### src/rtl/calc_sequencer.sv
// Operation sequencer for the 9-bit calculator: button conditioning, screen/op state,
// add/sub/shift-add multiply on latched operands, and req/ack update signalling to the LCD.
module calc_sequencer #(
    parameter int DEB_CYCLES = 4
) (
    input  logic        clk,
    input  logic        rst,
    input  logic [8:0]  numberA,
    input  logic [8:0]  numberB,
    input  logic        B0,
    input  logic        B1,
    input  logic        B2,
    input  logic        B3,
    output logic        screen,
    output logic [1:0]  op,
    output logic [17:0] result,
    output logic        negative,
    output logic        result_valid,
    output logic        busy,
    output logic        upd_req,
    input  logic        upd_ack
);

    localparam int CW = (DEB_CYCLES > 1) ? $clog2(DEB_CYCLES) : 1;

    typedef enum logic [1:0] {S_OFF, S_IDLE, S_CALC, S_SHOW} state_t;
    typedef enum logic [1:0] {
        OP_START = 2'd0,
        OP_MULTI = 2'd1,
        OP_SUB   = 2'd2,
        OP_SOMA  = 2'd3
    } op_t;

    // ---------------- button conditioning (bit i = Bi) ----------------
    logic [3:0]    btn_raw;
    logic [3:0]    sync1, sync2, deb, press;
    logic [CW-1:0] cnt [4];

    assign btn_raw = {B3, B2, B1, B0};

    // NOTE: sequential state uses non-blocking assignments so every register samples pre-edge values.
    always_ff @(posedge clk or posedge rst) begin
        if (rst) begin
            sync1 <= '0;
            sync2 <= '0;
            deb   <= '0;
            press <= '0;
            // NOTE: the counter array is small and must restart from zero, so it is reset like any register.
            for (int i = 0; i < 4; i++) cnt[i] <= '0;
        end else begin
            sync1 <= btn_raw;
            sync2 <= sync1;
            press <= '0;
            for (int i = 0; i < 4; i++) begin
                if (sync2[i] != deb[i]) begin
                    if (cnt[i] == CW'(DEB_CYCLES - 1)) begin
                        deb[i]   <= sync2[i];
                        cnt[i]   <= '0;
                        press[i] <= sync2[i];
                    end else begin
                        cnt[i] <= cnt[i] + CW'(1);
                    end
                end else begin
                    cnt[i] <= '0;
                end
            end
        end
    end

    // ---------------- control FSM ----------------
    state_t      state_q, state_d;
    op_t         op_q, new_op;
    logic        go_off, go_idle, start, finish;
    logic [8:0]  a_q, b_q;
    logic [3:0]  idx_q;
    logic        calc_last;

    assign calc_last = (op_q != OP_MULTI) || (idx_q == 4'd8);

    // NOTE: every always_comb output is defaulted first, so no path can infer a latch.
    always_comb begin
        state_d = state_q;
        go_off  = 1'b0;
        go_idle = 1'b0;
        start   = 1'b0;
        finish  = 1'b0;
        new_op  = OP_START;
        case (state_q)
            S_OFF: begin
                if (press[0]) begin
                    state_d = S_IDLE;
                    go_idle = 1'b1;
                end
            end
            S_IDLE, S_SHOW: begin
                if (press[0]) begin
                    state_d = S_OFF;
                    go_off  = 1'b1;
                end else if (press[1]) begin
                    start  = 1'b1;
                    new_op = OP_MULTI;
                end else if (press[2]) begin
                    start  = 1'b1;
                    new_op = OP_SUB;
                end else if (press[3]) begin
                    start  = 1'b1;
                    new_op = OP_SOMA;
                end
                if (start) state_d = S_CALC;
            end
            S_CALC: begin
                if (press[0]) begin
                    state_d = S_OFF;
                    go_off  = 1'b1;
                end else if (calc_last) begin
                    state_d = S_SHOW;
                    finish  = 1'b1;
                end
            end
            default: state_d = S_IDLE;
        endcase
    end

    // ---------------- datapath ----------------
    logic [17:0] a_ext, b_ext, mul_term;
    logic [8:0]  diff_ab;
    logic        a_ge_b;

    assign a_ext    = {9'd0, a_q};
    assign b_ext    = {9'd0, b_q};
    assign mul_term = b_q[idx_q] ? (a_ext << idx_q) : 18'd0;
    assign a_ge_b   = (a_q >= b_q);
    assign diff_ab  = a_ge_b ? (a_q - b_q) : (b_q - a_q);

    always_ff @(posedge clk or posedge rst) begin
        if (rst) begin
            state_q      <= S_IDLE;
            screen       <= 1'b1;
            op_q         <= OP_START;
            result       <= '0;
            negative     <= 1'b0;
            result_valid <= 1'b0;
            busy         <= 1'b0;
            a_q          <= '0;
            b_q          <= '0;
            idx_q        <= '0;
        end else begin
            state_q <= state_d;
            if (go_off) begin
                screen       <= 1'b0;
                op_q         <= OP_START;
                result_valid <= 1'b0;
                busy         <= 1'b0;
            end
            if (go_idle) begin
                screen <= 1'b1;
                op_q   <= OP_START;
            end
            if (start) begin
                a_q          <= numberA;
                b_q          <= numberB;
                op_q         <= new_op;
                result_valid <= 1'b0;
                busy         <= 1'b1;
                result       <= '0;
                negative     <= 1'b0;
                idx_q        <= '0;
            end
            // Multiply reuses result as its accumulator; it is hidden behind busy until finish.
            if (state_q == S_CALC && !go_off) begin
                case (op_q)
                    OP_SOMA: begin
                        result   <= a_ext + b_ext;
                        negative <= 1'b0;
                    end
                    OP_SUB: begin
                        result   <= {9'd0, diff_ab};
                        negative <= !a_ge_b;
                    end
                    OP_MULTI: begin
                        result <= result + mul_term;
                        idx_q  <= idx_q + 4'd1;
                    end
                    default: ;
                endcase
                if (finish) begin
                    result_valid <= 1'b1;
                    busy         <= 1'b0;
                end
            end
        end
    end

    assign op = op_q;

    // ---------------- LCD update handshake ----------------
    logic       screen_p, rv_p;
    op_t        op_p;
    logic       disp_change;

    assign disp_change = (screen != screen_p) || (op_q != op_p) || (result_valid != rv_p);

    always_ff @(posedge clk or posedge rst) begin
        if (rst) begin
            screen_p <= 1'b1;
            op_p     <= OP_START;
            rv_p     <= 1'b0;
            upd_req  <= 1'b0;
        end else begin
            screen_p <= screen;
            op_p     <= op_q;
            rv_p     <= result_valid;
            // A change arriving with the ack re-arms the request, so nothing is lost.
            upd_req  <= disp_change || (upd_req && !upd_ack);
        end
    end

endmodule

### config.mk
export PLATFORM = sky130hd
export DESIGN_NAME = calc_sequencer
export DESIGN_NICKNAME = d
export VERILOG_FILES = /design/src/rtl/calc_sequencer.sv
export SDC_FILE = /design/constraint.sdc
export NUM_CORES = 1
export LEC_CHECK = 0
export ABC_AREA = 1
export CORE_ASPECT_RATIO = 1.75
export CORE_MARGIN = 10
export CORE_UTILIZATION = 45
export CTS_BUF_LIST = sky130_fd_sc_hd__clkbuf_8
export DETAILED_ROUTE_END_ITERATION = 8
export HOLD_SLACK_MARGIN = 0.12
export PLACE_DENSITY = 0.67
export SLEW_MARGIN = 20
export SYNTH_ARGS = -nofsm -noshare
export SYNTH_HDL_FRONTEND = slang
export SYNTH_SLANG_ARGS = --single-unit
### constraint.sdc
create_clock -name clk -period 2.3 [get_ports clk]
set_input_delay 0.345 -clock clk [delete_from_list [all_inputs] [get_ports clk]]
set_output_delay 0.345 -clock clk [all_outputs]
set_load 0.01 [all_outputs]
==> results of run 1 <==
power groups by stage:
stage / logic (mW) / clock network (mW) / registers (mW)
detailed placement: 7.58 / 0 / 2.09
finish: 9.26 / 1.06 / 2.11
floorplan: 4.50 / 0 / 2.11
global route: 10.1 / 1.14 / 2.15
CTS: 8.28 / 1.10 / 2.08
global placement: 7.51 / 0 / 2.08
synthesized netlist by cell type, types with 2 or more instances:
master / count / area [sq um]
sky130_fd_sc_hd__inv_2: 9 / 33.8
sky130_fd_sc_hd__o31ai_1: 2 / 15.0
sky130_fd_sc_hd__xor2_1: 4 / 35.0
sky130_fd_sc_hd__a31oi_1: 3 / 18.8
sky130_fd_sc_hd__o21ai_0: 64 / 320
sky130_fd_sc_hd__buf_4: 7 / 52.6
sky130_fd_sc_hd__buf_6: 3 / 33.8
sky130_fd_sc_hd__o21bai_1: 2 / 15.0
sky130_fd_sc_hd__nand2_1: 232 / 871
sky130_fd_sc_hd__a211oi_1: 4 / 30.0
sky130_fd_sc_hd__nor3_1: 8 / 40.0
sky130_fd_sc_hd__inv_1: 99 / 372
sky130_fd_sc_hd__clkbuf_1: 7 / 26.3
sky130_fd_sc_hd__nand3_1: 80 / 400
sky130_fd_sc_hd__dfrtp_1: 74 / 1850
sky130_fd_sc_hd__o22ai_1: 6 / 37.5
sky130_fd_sc_hd__o21ai_1: 10 / 50.1
sky130_fd_sc_hd__nand3b_1: 5 / 37.5
sky130_fd_sc_hd__nor2_2: 2 / 12.5
sky130_fd_sc_hd__nor2_4: 5 / 56.3
sky130_fd_sc_hd__xnor2_1: 7 / 61.3
sky130_fd_sc_hd__ha_1: 49 / 613
sky130_fd_sc_hd__nor2_1: 65 / 244
sky130_fd_sc_hd__a21oi_2: 3 / 26.3
sky130_fd_sc_hd__o211ai_1: 3 / 22.5
sky130_fd_sc_hd__nor4_1: 2 / 12.5
sky130_fd_sc_hd__nand4_1: 7 / 43.8
sky130_fd_sc_hd__dfstp_2: 3 / 78.8
sky130_fd_sc_hd__fa_1: 4 / 80.1
sky130_fd_sc_hd__buf_2: 4 / 20.0
sky130_fd_sc_hd__nand3_2: 3 / 30.0
sky130_fd_sc_hd__nand2_2: 9 / 56.3
sky130_fd_sc_hd__a21oi_1: 55 / 275
registers in the layout, summed over array words and instances (netlist names), 4 cells and up:
signal	flops
a_q	9
b_q	9
cnt	8
deb	4
idx_q	4
press	4
result	18
sync1	4
sync2	4
timing repair:
| action | CTS | global route |
|---|---|---|
| setup endpoints to repair | 17 | 17 |
| buffers inserted | 10 | 14 |
| hold buffers | 0 | 0 |
| pin swaps | 35 | 49 |
| resized for setup | 122 | 134 |
worst paths after layout:
path	from	endpoint	slack, ps	cells after the start
setup / recovery	idx_q[0]	result[6]	-440	20
hold / removal	rst	a_q[4]	350	2
setup reg to reg	idx_q[0]	result[6]	-440	20
hold reg to reg	sync1[0]	sync2[0]	350	0
max in group asynchronous	rst	screen_p	1290	3
min in group clk	sync1[0]	sync2[0]	350	0
cells in the final DEF (no fill, tap or decap), types with 4 or more instances in the layout:
master | Yosys | routed
sky130_fd_sc_hd__a21oi_1 | 55 | 28
sky130_fd_sc_hd__a21oi_2 | 3 | 23
sky130_fd_sc_hd__a21oi_4 | 1 | 8
sky130_fd_sc_hd__buf_4 | 7 | 126
sky130_fd_sc_hd__buf_6 | 3 | 16
sky130_fd_sc_hd__clkbuf_8 | 0 | 9
sky130_fd_sc_hd__clkdlybuf4s50_1 | 0 | 49
sky130_fd_sc_hd__dfrtp_1 | 74 | 71
sky130_fd_sc_hd__ha_1 | 49 | 34
sky130_fd_sc_hd__ha_4 | 0 | 15
sky130_fd_sc_hd__inv_1 | 99 | 85
sky130_fd_sc_hd__inv_2 | 9 | 20
sky130_fd_sc_hd__nand2_1 | 232 | 195
sky130_fd_sc_hd__nand2_2 | 9 | 30
sky130_fd_sc_hd__nand2_4 | 1 | 15
sky130_fd_sc_hd__nand3_1 | 80 | 63
sky130_fd_sc_hd__nand3_2 | 3 | 17
sky130_fd_sc_hd__nand3b_1 | 5 | 5
sky130_fd_sc_hd__nand4_1 | 7 | 7
sky130_fd_sc_hd__nor2_1 | 65 | 43
sky130_fd_sc_hd__nor2_2 | 2 | 12
sky130_fd_sc_hd__nor2_4 | 5 | 17
sky130_fd_sc_hd__nor3_1 | 8 | 6
sky130_fd_sc_hd__o21ai_0 | 64 | 29
sky130_fd_sc_hd__o21ai_1 | 10 | 16
sky130_fd_sc_hd__o21ai_2 | 0 | 22
sky130_fd_sc_hd__o21ai_4 | 0 | 7
sky130_fd_sc_hd__o22ai_1 | 6 | 5
sky130_fd_sc_hd__xnor2_1 | 7 | 7
sky130_fd_sc_hd__xor2_1 | 4 | 4
cell type report:
| cell class | instances | area, sq um |
|---|---|---|
| clock inverters | 7 | 68.8 |
| inverters | 110 | 423 |
| flip-flops and latches | 77 | 1930 |
| clock buffers | 9 | 124 |
| multi-input cells | 645 | 4510 |
| repair buffers | 194 | 1680 |
| fillers | 1019 | 4050 |
| well taps | 171 | 214 |
per-stage QoR:
step                utilization (%)  power [mW]  setup TNS (ps)
finish                         68.8        12.4           -5320
global route                   68.8        13.4           -7320
CTS                            64.3        11.5           -5150
detailed placement             58.5        9.67           -9220
global placement               58.5        9.59           -9100
floorplan                         -        6.61            -336
worst max-delay path, cell delays in order (launching register included):
cell and delay, ps:
sky130_fd_sc_hd__dfrtp_2 490, sky130_fd_sc_hd__inv_4 70, sky130_fd_sc_hd__a21oi_2 150, sky130_fd_sc_hd__o21ai_2 80
sky130_fd_sc_hd__nand2_2 100, sky130_fd_sc_hd__nand2_4 80, sky130_fd_sc_hd__nor3_4 200, sky130_fd_sc_hd__ha_4 210
sky130_fd_sc_hd__inv_2 50, sky130_fd_sc_hd__fa_2 330, sky130_fd_sc_hd__inv_2 70, sky130_fd_sc_hd__nand3_2 80
sky130_fd_sc_hd__nand2_4 140, sky130_fd_sc_hd__nand2_4 80, sky130_fd_sc_hd__nand3b_1 120, sky130_fd_sc_hd__nand3_2 100
sky130_fd_sc_hd__o21ai_1 90, sky130_fd_sc_hd__inv_1 60, sky130_fd_sc_hd__nand2_2 70, sky130_fd_sc_hd__nand2_1 60
sky130_fd_sc_hd__nand2_1 60
metal layers:
metal | up-vias | share of wire [%] | global-route usage, % | wire [microns]
li1 | 3167 | - | - | -
met4 | 0 | 7.2 | 14.7 | 1450
met1 | 3036 | 35 | 20.3 | 7060
met2 | 197 | 55 | 39.4 | 11100
met5 | - | 0 | 0 | 0
met3 | 94 | 3.2 | 2.79 | 640
kinds of logic after synthesis:
family | count (synthesis) | share of synthesized area, %
simple gates | 423 | 31.0
compound gates | 157 | 14.3
buf+inv | 132 | 9.17
flops | 77 | 32.2
fa+ha+maj | 53 | 11.6
xor+xnor | 11 | 1.61
mux | 1 | 0.167
==> impl_metrics.tcl, run 1 <==
set metrics [dict create \
    die_area_sq_um 18500 \
    power.sequential.fraction_pct 17.0 \
    violations "setup timing" \
    final_hold_viol_count 0 \
    power.switching_fraction_pct 49.4 \
    hp-class "primary input to asynchronous set/reset pin" \
    outcome "finished with violations" \
    instances_no_fill 1213 \
    routedWlPerCell_microns 16.7 \
    dpl.cell_count 1177 \
    worstMarginPinSlew_ps 577 \
    layout-drive-gt1-share_pct 35.7 \
    slew-limit-headroom_pct 61.4 \
    clock_sinks 77 \
    synth.lib_cells_used.distinct 47 \
    detail_route.first_pass.iterations 5 \
    p_int_mw 6.28 \
    flow.area_growth_from_synthesis_pct 49.2 \
    synth.cell_area_sq_um 6000 \
    timing_max_transition_violations_final 0 \
    max-cap-violations 0 \
    routed_via_density 5.35 \
    initial_utilization_pct 46.1 \
    synthFlopType "sky130_fd_sc_hd__dfrtp_1" \
    worst_slack_ps -442 \
    cts-root-to-sink-buffers 2 \
    cts_buffers 9 \
    core_area_sq_um 13000 \
    die-width_microns 107 \
    globalRoute.totalOverflow 0 \
    cts.htree.levels 3 \
    grt_pass1_vias 6569 \
    vias 6494 \
    layout.nets 1115 \
    net_switching_mw 6.14 \
    detail_route.iter0.violations 377 \
    crit_arrival_ps 3070 \
    largest_net_degree_at_the_start_of_global_routing 38 \
    ant_diodes 0 \
    synth.ff_latch_count 77 \
    stdcell_area_sq_um 8950 \
    cp_data_required_time_ps 2630 \
    post_synth.cell_area_avg_sq_um 7.03 \
    p_leak_nw 4.27 \
    synth.yosys.warnings 0 \
    cts_tree "yes" \
    root_buffer "sky130_fd_sc_hd__clkbuf_8" \
    maxClockFrequency_ghz 0.365 \
    insertion_delay_ps 380 \
    clock_power_share_pct 8.5 \
    antenna_found_initial 0 \
    setup_viol 17 \
    post_route_antenna_net_violation_count 0 \
    final.period_utilization_pct 119 \
    grt.total_usage_pct 21.2 \
    grt_first_pass_wirelength_mm 31.2 \
    number_of_cell_rows 55 \
    placedInstanceArea_sq_um 7600 \
    dieHeight_microns 173 \
    finalHoldWorstSlack_ps 352 \
    power.combinational.fraction_pct 74.5 \
    synth_sequential_area_ratio_pct 32.2 \
    num_io_pins 50 \
    worstSetupEndpointType "flip-flop" \
    worst_setup_path_start_kind "flip-flop" \
    timing.final.crit_period_ps 2740 \
    synthCells 854 \
    synth_edf_count 0 \
    clk_pin_slew_ps 110 \
    dp.final_hpwl_mm 15.7 \
    routed_wl_mm 20.3 \
    postSynthNetCount 932 \
    dpl_worst_slack_ps -772 \
    critPathMaxFanout 5 \
    gp_weighted_congestion 0.991 \
    p_per_area_nw_per_um2 1390 \
    worst_clock_skew_ps 12.5 \
    max-vdd-ir-drop_uv 933 \
    ys_async_sr_fraction_pct 100 \
    drt_drc_violations_left 0 \
    grt_setup_unrepaired "true" \
    criticalPathCategory "flip-flop to flip-flop" \
    number_of_input_and_output_port_buffers_inserted 49 \
]
No activity file was read; power rests on OpenSTA's default activity.
==> run 2: changes to the inputs <==
--- a/config.mk
+++ b/config.mk
@@ -6,14 +6,13 @@
 export NUM_CORES = 1
 export LEC_CHECK = 0
 export ABC_AREA = 1
+export CAP_MARGIN = 5
 export CORE_ASPECT_RATIO = 1.75
-export CORE_MARGIN = 10
 export CORE_UTILIZATION = 45
 export CTS_BUF_LIST = sky130_fd_sc_hd__clkbuf_8
 export DETAILED_ROUTE_END_ITERATION = 8
 export HOLD_SLACK_MARGIN = 0.12
 export PLACE_DENSITY = 0.67
-export SLEW_MARGIN = 20
 export SYNTH_ARGS = -nofsm -noshare
 export SYNTH_HDL_FRONTEND = slang
 export SYNTH_SLANG_ARGS = --single-unit
==> impl_metrics.tcl, run 2 (synthesis results as in run 1) <==
set metrics [dict create \
    detail_route.iter0.violations 242 \
    worst_clock_skew_ps 8.48 \
    finalHoldWorstSlack_ps 351 \
    regToRegEndpoint "result[17]" \
    layout-drive-gt1-share_pct 34.1 \
    cpLargestDelayFamily "compound AO/OA/AOI/OAI gates" \
    routed_wl_mm 20.6 \
    timing_max_transition_violations_final 0 \
    timing.final.crit_period_ps 2880 \
    p_leak_nw 4.30 \
    regMostFlops "result" \
    ant_diodes 0 \
    clk_pin_slew_ps 100 \
    slew-limit-headroom_pct 66.1 \
    worstMarginPinSlew_ps 508 \
    grt_setup_unrepaired "true" \
    biggestRegsByFlops "result (18), a_q (9), b_q (9)" \
    grt.total_usage_pct 30.8 \
    insertion_delay_ps 380 \
    cts_tree "yes" \
    grt_pass1_vias 6468 \
    cts-root-to-sink-buffers 2 \
    worstSetupEndpointType "flip-flop" \
    num_io_pins 50 \
    flow.area_growth_from_synthesis_pct 47.8 \
    routedWlPerCell_microns 16.8 \
    max-cap-violations 0 \
    dieHeight_microns 155 \
    worst_r2r_startpoint "idx_q[0]" \
    maxClockFrequency_ghz 0.347 \
    critical-path-max-stage-delay_ps 500 \
    gp_weighted_congestion 0.990 \
    largest_register_ff_count 18 \
    hp-class "flip-flop to flip-flop" \
    antenna_found_initial 0 \
    instances_no_fill 1223 \
    setup.reg_to_reg.worst_slack_ps -580 \
    layout_commonest_cell "sky130_fd_sc_hd__nand2_1" \
    dpl.cell_count 1185 \
    final_hold_viol_count 0 \
    clock_sinks 77 \
    setup_viol 17 \
    final.period_utilization_pct 125 \
    violations "setup timing" \
    hold_path_depth 0 \
    post_route_antenna_net_violation_count 0 \
    timing.hold.worst_endpoint "sync2[1]" \
    number_of_cell_rows 55 \
    r2r.worst_path.cells 16 \
    critPathMaxFanout 6 \
    outcome "finished with violations" \
    core_area_sq_um 12900 \
    end_of_flow_core_utilization_pct 68.5 \
    vias 6494 \
    timing.critical_path.cells "buf_6, o21ai_2, buf_4, nand2_1, o21ai_0, inv_1, o21ai_4, buf_4, nor2_1, ha_1, a21oi_1, o21ai_1, a21oi_1, nand4_1, nand3_2, nand2_1" \
    drt_drc_violations_left 0 \
    cp_data_required_time_ps 2580 \
    detail_route.first_pass.iterations 5 \
    initial_utilization_pct 46.4 \
    crit_arrival_ps 3160 \
    die_area_sq_um 13800 \
    cts_buffers 9 \
    cts.htree.levels 3 \
    p_per_area_nw_per_um2 1370 \
    worst_setup_path_start_kind "flip-flop" \
    grt_first_pass_wirelength_mm 31.8 \
    die-width_microns 89.3 \
    worst_slack_ps -578 \
    largest_net_degree_at_the_start_of_global_routing 78 \
    number_of_input_and_output_port_buffers_inserted 49 \
    layout_common_cells "sky130_fd_sc_hd__nand2_1, sky130_fd_sc_hd__buf_4, sky130_fd_sc_hd__inv_1, sky130_fd_sc_hd__dfrtp_1, sky130_fd_sc_hd__nand3_1" \
    root_buffer "sky130_fd_sc_hd__clkbuf_8" \
    layout.nets 1125 \
    routed_via_density 5.31 \
    dp.final_hpwl_mm 15.3 \
    globalRoute.totalOverflow 0 \
    worstPathBufferInverterCount 4 \
    max-vdd-ir-drop_uv 779 \
    min-delay-start "sync1[1]" \
    criticalPathCategory "flip-flop to flip-flop" \
    max_stage_delay_cell_worst_path "sky130_fd_sc_hd__dfrtp_2" \
]
==> run 2: worst max-delay path by stage <==
stage          startpoint  depth (start not counted)  slack (ps)    endpoint
2_1_floorplan    idx_q[1]                         21         -80   result[6]
3_3_place_gp     idx_q[0]                         19        -680  result[17]
3_5_place_dp     idx_q[0]                         19        -720  result[17]
4_1_cts          idx_q[0]                         17        -410  result[16]
5_1_grt          idx_q[0]                         16        -710  result[17]
6_report         idx_q[0]                         16        -580  result[17]
==> run 2: area by class of cell <==
type                       instances  area (sq um)
multi-input combinational        645          4350
fill                            1113          4070
sequential                        77          1930
timing repair buffer             204          1760
inverter                         110           420
tap                              171           214
clock buffer                       9           124
clock inverter                     7          65.1
==> run 2: through the flow <==
| stage | TNS, ps | power [mW] | setup slack, ps | area (sq um) |
|---|---|---|---|---|
| finish | -5610 | 12.2 | -578 | 8870 |
| global route | -8180 | 13.1 | -705 | 8870 |
| CTS | -4760 | 11.5 | -413 | 8380 |
| detailed placement | -8340 | 9.72 | -720 | 7660 |
| global placement | -7740 | 9.62 | -677 | 7660 |
| floorplan | -336 | 6.61 | -78.0 | 6070 |
==> run 2: routing by layer <==
layer	GRT usage, %	vias up	wire length, microns
met5	0	-	0
met4	19.5	0	1350
met3	4.80	91	718
met2	55.4	204	11100
met1	32.0	3027	7370
li1	-	3172	-
==> run 2: timing repair <==
action | CTS | global route
setup endpoints to repair | 16 | 17
setup buffers | 14 | 7
gates resized for setup | 111 | 104
pin swaps | 26 | 61
hold buffers | 0 | 0
cloned | 0 | 1
==> run 2: where the power goes <==
group,leakage (nW),internal [mW],switching [mW]
registers,0.972,1.76,0.346
clock network,0.0943,0.419,0.648
logic,3.23,4.01,5.00
==> run 3: changes to the inputs <==
--- a/config.mk
+++ b/config.mk
@@ -6,11 +6,13 @@
 export NUM_CORES = 1
 export LEC_CHECK = 0
 export ABC_AREA = 1
-export CAP_MARGIN = 5
+export CAP_MARGIN = 20
 export CORE_ASPECT_RATIO = 1.75
+export CORE_MARGIN = 2
 export CORE_UTILIZATION = 45
 export CTS_BUF_LIST = sky130_fd_sc_hd__clkbuf_8
 export DETAILED_ROUTE_END_ITERATION = 8
+export GPL_TIMING_DRIVEN = 0
 export HOLD_SLACK_MARGIN = 0.12
 export PLACE_DENSITY = 0.67
 export SYNTH_ARGS = -nofsm -noshare
==> impl_metrics.tcl, run 3 (synthesis results as in run 1) <==
set metrics [dict create \
    clock_sinks 77 \
    largest_register_ff_count 18 \
    maxClockFrequency_ghz 0.360 \
    layout-drive-gt1-share_pct 24.3 \
    final_hold_viol_count 0 \
    cts_tree "yes" \
    grt_first_pass_wirelength_mm 28.8 \
    drt_drc_violations_left 0 \
    insertion_delay_ps 380 \
    worst_clock_skew_ps 9.98 \
    number_of_input_and_output_port_buffers_inserted 49 \
    worstSetupEndpointType "flip-flop" \
    stdcell_area_sq_um 7970 \
    outcome "finished with violations" \
    routed_wl_mm 19.2 \
    layout_common_cells "sky130_fd_sc_hd__nand2_1, sky130_fd_sc_hd__inv_1, sky130_fd_sc_hd__nand3_1, sky130_fd_sc_hd__dfrtp_1, sky130_fd_sc_hd__nor2_1" \
    ant_diodes 0 \
    post_route_antenna_net_violation_count 0 \
    max_stage_delay_cell_worst_path "sky130_fd_sc_hd__dfrtp_2" \
    dieHeight_microns 157 \
    power.switching_fraction_pct 52.6 \
    critPathMaxFanout 6 \
    flow.area_growth_from_synthesis_pct 32.8 \
    vias 6110 \
    power.combinational.fraction_pct 70.0 \
    cp_common_cell "sky130_fd_sc_hd__nand2_1" \
    final.period_utilization_pct 121 \
    worstMarginPinSlew_ps 681 \
    largest_net_degree_at_the_start_of_global_routing 29 \
    grt_pass1_vias 5790 \
    globalRoute.totalOverflow 0 \
    timing_max_transition_violations_final 0 \
    cpLargestDelayFamily "simple AND/OR/NAND/NOR gates" \
    slew-limit-headroom_pct 54.6 \
    layout.nets 1029 \
    timing.critical_path.cells "inv_4, a21oi_2, o21ai_1, nand2_1, nand2_1, nand2_2, nand2_4, buf_4, nor2_2, ha_4, nand2_1, nand2_1, nand2_1, nand2_1, a21oi_1, nand2_2, a21oi_1, o21ai_1, nand2_1" \
    ctsHoldBuffers 0 \
    clk_pin_slew_ps 100 \
    max-cap-violations 0 \
    regMostFlops "result" \
    routedWlPerCell_microns 17.0 \
    violations "setup timing" \
    setup_viol 17 \
    cp_data_required_time_ps 2620 \
    grt_setup_unrepaired "true" \
    die-width_microns 91.3 \
    p_leak_nw 3.71 \
    detail_route.first_pass.iterations 5 \
    root_buffer "sky130_fd_sc_hd__clkbuf_8" \
    dpl.cell_count 1076 \
    routed_via_density 5.42 \
    net_switching_mw 5.67 \
    die_area_sq_um 14300 \
    hp-class "flip-flop to flip-flop" \
    cts-root-to-sink-buffers 2 \
    clock_power_share_pct 9.6 \
    timing.final.crit_period_ps 2780 \
    instances_no_fill 1127 \
    detail_route.iter0.violations 312 \
    grt.total_usage_pct 26.2 \
    initial_utilization_pct 46.1 \
    gp_weighted_congestion 0.975 \
    worstPathBufferInverterCount 2 \
    core_area_sq_um 13000 \
    p_per_area_nw_per_um2 1350 \
    dp.final_hpwl_mm 14.6 \
    dpl_worst_slack_ps -661 \
    criticalPathCategory "flip-flop to flip-flop" \
    cts_buffers 9 \
    finalHoldWorstSlack_ps 353 \
    layout_commonest_cell "sky130_fd_sc_hd__nand2_1" \
    crit_arrival_ps 3100 \
    power.sequential.fraction_pct 20.4 \
    biggestRegsByFlops "result (18), a_q (9), b_q (9)" \
    number_of_cell_rows 55 \
    worst_setup_path_start_kind "flip-flop" \
    worst_slack_ps -479 \
    placedInstanceArea_sq_um 6820 \
    filler_cell_count 1154 \
    max-vdd-ir-drop_uv 861 \
    cts.htree.levels 3 \
    p_int_mw 5.10 \
    num_io_pins 50 \
    antenna_found_initial 0 \
    critical-path-max-stage-delay_ps 530 \
]
run 3: cell types whose count changed in the layout (fill, tap and decap cells not counted), sizes merged:
cell and delta:
buf -103, clkbuf +7, inv +1, clkinvlp +1, clkinv -2
run 3: cell type report:
class	count	area (sq um)	area share, %
Timing Repair Buffer	86	828	10.4
Sequential cell	77	1930	24.3
Buffer	22	173	2.17
Inverter	110	423	5.31
Multi-Input combinational cell	645	4210	52.8
Tap cell	171	214	2.69
Clock inverter	7	63.8	0.801
Clock buffer	9	124	1.55
run 3: worst register-to-register path, cell delays in order (launching register included):
cell and delay, ps:
sky130_fd_sc_hd__dfrtp_2 530, sky130_fd_sc_hd__inv_4 90, sky130_fd_sc_hd__a21oi_2 120, sky130_fd_sc_hd__o21ai_1 70, sky130_fd_sc_hd__nand2_1 120, sky130_fd_sc_hd__nand2_1 90
sky130_fd_sc_hd__nand2_2 110, sky130_fd_sc_hd__nand2_4 90, sky130_fd_sc_hd__buf_4 150, sky130_fd_sc_hd__nor2_2 170, sky130_fd_sc_hd__ha_4 250, sky130_fd_sc_hd__nand2_1 90
sky130_fd_sc_hd__nand2_1 120, sky130_fd_sc_hd__nand2_1 140, sky130_fd_sc_hd__nand2_1 70, sky130_fd_sc_hd__a21oi_1 150, sky130_fd_sc_hd__nand2_2 90, sky130_fd_sc_hd__a21oi_1 120
sky130_fd_sc_hd__o21ai_1 80, sky130_fd_sc_hd__nand2_1 60
run 3: power groups by stage:
stage                     combinational, mW  sequential [mW]  clock (mW)
after floorplan                        4.50             2.11           0
after global placement                 6.09             2.17           0
after detailed placement               6.15             2.19           0
after CTS                              6.74             2.16        1.07
after global routing                   8.23             2.25        1.11
final                                  7.54             2.20        1.03
run 3: timing repair:
action | in CTS | in global routing
pin swaps | 28 | 41
resized for setup | 79 | 92
setup endpoints to repair | 17 | 17
buffers inserted | 21 | 12
hold endpoints to repair | 0 | 0
gates cloned | 1 | 1
run 3: layer usage:
layer,vias to the layer above,track usage [%],part of all wire (%),wire length (microns)
met4,0,18.0,7.2,1380
met5,-,0,0,0
li1,2997,-,-,-
met1,2872,26.4,36,6940
met3,81,2.26,2.6,490
met2,160,49.9,54,10400
run 3: worst paths after layout:
check,start,endpoint,slack (ps),cells after the start
max,idx_q[0],result[14],-480,19
min,sync1[0],sync2[0],350,0
max reg2reg,idx_q[0],result[14],-480,19
min reg2reg,sync1[0],sync2[0],350,0
max in group asynchronous,rst,screen,1130,4
min in group asynchronous,rst,sync2[3],360,2
run 3: stage by stage:
step	TNS, ps	utilization [%]	power (mW)
finish	-5850	61.3	10.8
detailed placement	-8780	52.4	8.34
floorplan	-336	-	6.61
global route	-8150	61.3	11.6
global placement	-8260	52.1	8.25
CTS	-5180	57.1	9.98
